[src/rtl/pattern_history_table.sv]
`default_nettype none
// ============================================================================
// Module   : pattern_history_table
// Purpose  : gshare-style table of 2-bit saturating counters. IF looks up a
//            prediction combinationally from PC XOR global history; EX trains
//            the indexed counter one cycle later. Also keeps saturating
//            resolved-branch and misprediction statistics counters.
// Revision : 1.0  initial release
// ============================================================================
module pattern_history_table #(
  parameter int INDEX_BITS = 4,
  parameter int STAT_WIDTH = 16
) (
  input  logic                  clk,
  input  logic                  rst_n,
  // IF-side lookup
  input  logic                  IF_lookup,
  input  logic [31:0]           IF_pc,
  input  logic [INDEX_BITS-1:0] bhr_in,
  output logic                  IF_predict_taken,
  output logic [INDEX_BITS-1:0] IF_pht_index,
  // EX-side training
  input  logic                  EX_update,
  input  logic [INDEX_BITS-1:0] EX_pht_index,
  input  logic                  EX_branch_flag,
  input  logic                  EX_predicted,
  output logic                  EX_mispredict,
  // statistics
  output logic [STAT_WIDTH-1:0] branch_count,
  output logic [STAT_WIDTH-1:0] mispredict_count
);

  localparam int              c_ENTRIES   = 1 << INDEX_BITS;
  localparam logic [1:0]      c_WEAK_NT   = 2'b01;
  localparam logic [1:0]      c_STRONG_T  = 2'b11;
  localparam logic [1:0]      c_STRONG_NT = 2'b00;
  localparam logic [STAT_WIDTH-1:0] c_STAT_MAX = '1;

  logic [1:0]            r_table [c_ENTRIES];
  logic [STAT_WIDTH-1:0] r_branch_count;
  logic [STAT_WIDTH-1:0] r_mispredict_count;
  logic [INDEX_BITS-1:0] w_index;
  logic                  w_mispredict;
  logic                  w_unused_pc;

  // Word-aligned PC bits hashed with global history; byte offset is ignored.
  assign w_index          = IF_pc[INDEX_BITS+1:2] ^ bhr_in;
  assign IF_pht_index     = w_index;
  // Lookup reads the stored state only, so a same-cycle update is not visible.
  assign IF_predict_taken = IF_lookup & r_table[w_index][1];

  assign w_mispredict  = EX_update & (EX_branch_flag ^ EX_predicted);
  assign EX_mispredict = w_mispredict;

  // PC bits outside the index window play no part in the hash.
  assign w_unused_pc = ^{IF_pc[31:INDEX_BITS+2], IF_pc[1:0]};

  // Counter table: reset to weak not-taken, otherwise saturating train of one entry.
  always_ff @(posedge clk) begin
    if (!rst_n) begin
      for (int i = 0; i < c_ENTRIES; i++) begin
        r_table[i] <= c_WEAK_NT;
      end
    end else if (EX_update) begin
      if (EX_branch_flag) begin
        if (r_table[EX_pht_index] != c_STRONG_T) begin
          r_table[EX_pht_index] <= r_table[EX_pht_index] + 2'd1;
        end
      end else begin
        if (r_table[EX_pht_index] != c_STRONG_NT) begin
          r_table[EX_pht_index] <= r_table[EX_pht_index] - 2'd1;
        end
      end
    end
  end

  // Statistics: saturating counts of resolved branches and mispredictions.
  always_ff @(posedge clk) begin
    if (!rst_n) begin
      r_branch_count     <= '0;
      r_mispredict_count <= '0;
    end else begin
      if (EX_update && (r_branch_count != c_STAT_MAX)) begin
        r_branch_count <= r_branch_count + 1'b1;
      end
      if (w_mispredict && (r_mispredict_count != c_STAT_MAX)) begin
        r_mispredict_count <= r_mispredict_count + 1'b1;
      end
    end
  end

  assign branch_count     = r_branch_count;
  assign mispredict_count = r_mispredict_count;

endmodule
`default_nettype wire

[config.mk]
export PLATFORM = sky130hd
export DESIGN_NAME = pattern_history_table
export DESIGN_NICKNAME = d
export VERILOG_FILES = /design/src/rtl/pattern_history_table.sv
export SDC_FILE = /design/constraint.sdc
export NUM_CORES = 1
export LEC_CHECK = 0
export ABC_AREA = 0
export CORE_UTILIZATION = 42
export CTS_CLUSTER_DIAMETER = 80
export DETAILED_ROUTE_END_ITERATION = 8
export PLACE_DENSITY = 0.68
export SETUP_SLACK_MARGIN = 0.1
export SLEW_MARGIN = 25
export SYNTH_ARGS = -nofsm -noshare
export SYNTH_HDL_FRONTEND = slang
export SYNTH_SLANG_ARGS = --single-unit
[constraint.sdc]
create_clock -name clk -period 2.9 [get_ports clk]
set_input_delay 0.435 -clock clk [delete_from_list [all_inputs] [get_ports clk]]
set_output_delay 0.435 -clock clk [all_outputs]
set_load 0.1 [all_outputs]
==> key figures <==
Status
  – Run status: finished clean

Critical path
  – Highest fanout seen on the critical path: 5
  – Worst Path Class, Setup: primary input to output port
  – Req. time, crit path: 2.47 ns
  – Launching element type of the critical path: primary input
  – Endpoint type of the worst setup path: output port
  – Critical Path AT: 2.14 ns

Routing
  – Drt initial violations: ~290
  – Total Routed Length: around 9000 µm
  – Per-cell via count in the routed design: 5.806
  – Pre-antenna DRT Iters: 4
  – Number of nets with antenna violations after detailed routing: 0
  – Vias: 3228
  – Routed len/inst: between 15 and 20 µm
  – Number of DRC violations after detailed routing: 0

Clock network
  – TritonCTS clock tree: built
  – Clk_lat worst skew: around 0.33 ns
  – Library cell used as clock root buffer: clkbuf_8
  – Number of buffers inserted during clock tree synthesis: 9
  – Clock buffer depth: 2
  – H-tree depth: 3
  – Clock net sink count: between 60 and 70
  – Register clock-pin slew on the reported worst setup and hold paths: around 0.07 ns

STA
  – Post-Route Skew: around 0.011 ns
  – Slew Limit Fails: 0
  – Maximum achievable frequency: slightly below 400 MHz
  – Final Hold Fails: 0
  – Clock period minus final worst setup slack: between 2 and 3 ns
  – Final WS setup: ~0.32 ns
  – Final Setup Violations: 0
  – Part of the cycle the worst path needs: approximately nine tenths
  – Actual slew at the worst max-slew pin: between 0.7 and 0.8 ns
  – RSZ-0062 raised after global routing: no
  – Headroom to the max-slew limit: between 40% and 50%

Place
  – Detailed-placement wirelength estimate: roughly 6600 µm
  – Number of cells in the design after placement: approximately 540
  – Final weighted congestion in routability-driven placement: 0.8217
  – Count of buffers from port buffering: 55
  – Minimum setup slack after placement: -0.1928 ns

Synth
  – Count of different cell masters after synthesis: 44
  – Cell taking the most area after synthesis: edfxtp_1
  – Multiplexer share of the synthesized area: between 10% and 20%
  – Fraction of synthesized cell area taken by the top area cell type: between 20% and 30%
  – Count of flip-flops with a built-in enable after synthesis: 32
  – Parity-gate share of the synthesized area counting xor and xnor cells: between 2 and 2.5%
  – Simple-Gate Fraction of Synth Area: 27.22%
  – Syn Nets: about 430
  – Share of flip-flops with an asynchronous set or reset: 0%
  – Post-synth design cell area: ~0.0038 mm²
  – Combinational family with the most area after synthesis: simple AND/OR/NAND/NOR gates
  – Post-synthesis area per instance: between 9 and 10 µm²
  – Synthesis-stage register bit count: 64
  – Area fraction in compound gates after synthesis: under 10%
  – Synthesized instance count: roughly 390
  – Post-synthesis sequential area ratio: 41.98%
  – Share of synthesized cell area in full adder, half adder and majority cells: less than 1%
  – Top post-synthesis cells by area: edfxtp_1 (25%), dfxtp_1 (17%), mux4_2 (7.7%)
  – Synth warnings: 0
  – Most used flip-flop cell after synthesis: edfxtp_1

Global route
  – Antenna violations before repair: 0
  – Total global routing overflow: 0
  – First-pass GRT wire length: between 10000 and 15000 µm
  – Overall routing resource usage: about a fifth
  – Vias in the first global route: between 3000 and 4000
  – Largest net degree at the start of global routing: 29

Die
  – Die Height: 97.31 µm
  – Area of the die: approximately 0.0095 mm²
  – Area of the core: 0.008763 mm²
  – Initial core utilization: approximately 44%
  – Die width: between 90 and 100 µm
  – Row count: 34
  – Top-level port count: between 80 and 90

Cells and area
  – Area Growth Syn to Fin: 21.74%
  – Proportion of layout cells with a drive suffix above 1: ~21%
  – Final standard cell count with taps included and fillers excluded: 556
  – Most frequent standard cell in the layout excluding fill and tap cells: nand2_1
  – Most used cells in the layout excluding fill and tap cells: nand2_1 (48), buf_4 (44), dfxtp_1 (32), edfxtp_1 (32), nand3_1 (28)
  – Final net count: 491
  – Inserted Diodes: 0
  – Final design utilization: roughly 53%

Power and ir drop
  – PD cells: ~430 mW/mm²
  – Reported leakage power: roughly 1.5 nW
  – Peak ir drop on the vdd network: ~0.00024 V

Flow run
  – Max capacitance violation total: 0

Worst hold path
  – Tightest Hold Check Type: flip-flop to flip-flop
[cells in the mapped netlist (8+ instances only)]
master	number
edfxtp_1	32
nand4_1	10
mux4_2	13
inv_1	8
or4_1	9
clkbuf_1	13
nand2b_1	16
nand2_1	48
nor4_1	8
dfxtp_1	32
nand3_1	28
nor3_1	14
nor2_1	9
o31ai_1	8
mux2i_1	16
o21ai_0	17
or3_1	23
a21oi_1	20
[stage by stage]
stage                     total power, W  hold slack, ns  instance area [µm²]  TNS [ns]
final                           0.001978          0.5046                 4644         0
after global placement          0.001353          0.4652                 4482   -0.1717
after global routing            0.002057          0.5309                 4644         0
after floorplan                 0.001247          0.7470                 3855         0
after CTS                       0.001992          0.5028                 4639         0
after detailed placement        0.001358          0.4927                 4482   -0.1928
[routing by layer]
metal	vias up	part of all wire, %	GRT usage [%]
met3	14	5.6	3.094
li1	1588	-	-
met4	0	1.8	7.919
met2	102	49	32.83
met5	-	0	0
met1	1524	44	25.69
[worst max-delay path, cell delays in order]
cell	delay, ns
clkbuf_2	0.12
xor2_4	0.28
mux4_2	0.52
mux4_2	0.47
and2_4	0.16
buf_12	0.16
[power by group]
group          total (W)  internal [W]  switching [W]
combinational   0.000363      0.000132       0.000231
clock           0.000638      0.000310       0.000329
sequential      0.000977      0.000965      0.0000125
total            0.00198       0.00141       0.000572
[state kept, by name (all words and copies together), names as in the netlist]
signal / flops
r_table: 32
branch_count: 16
mispredict_count: 16
[final cells by class]
type / instances / area (µm²)
fillers: 810 / 4119
multi-input cells: 294 / 2130
flip-flops and latches: 64 / 1602
repair buffers: 66 / 595.6
clock buffers: 14 / 142.6
well taps: 108 / 135.1
inverters: 8 / 30.03
clock inverters: 2 / 10.01
[repair_timing]
action	in CTS	in global routing
setup buffers	1	1
pin swaps	2	2
resized for setup	2	6
hold buffers	0	0
setup endpoints to repair	1	1
[kinds of logic after synthesis]
kind of cell / Yosys count
compound gates: 57
flops: 64
buf+inv: 28
mux: 37
xor+xnor: 9
simple gates: 189
fa+ha+maj: 2
[path summary, 6_finish.rpt]
kind / from / end / slack [ns] / depth (start not counted)
setup / recovery: IF_pc[2] / IF_predict_taken / 0.32 / 6
hold / removal: mispredict_count[5] / mispredict_count[5] / 0.50 / 2
setup reg to reg: mispredict_count[0] / mispredict_count[1] / 0.89 / 5
hold reg to reg: mispredict_count[5] / mispredict_count[5] / 0.50 / 2
Note: power is estimated with default switching activity, not from simulation.
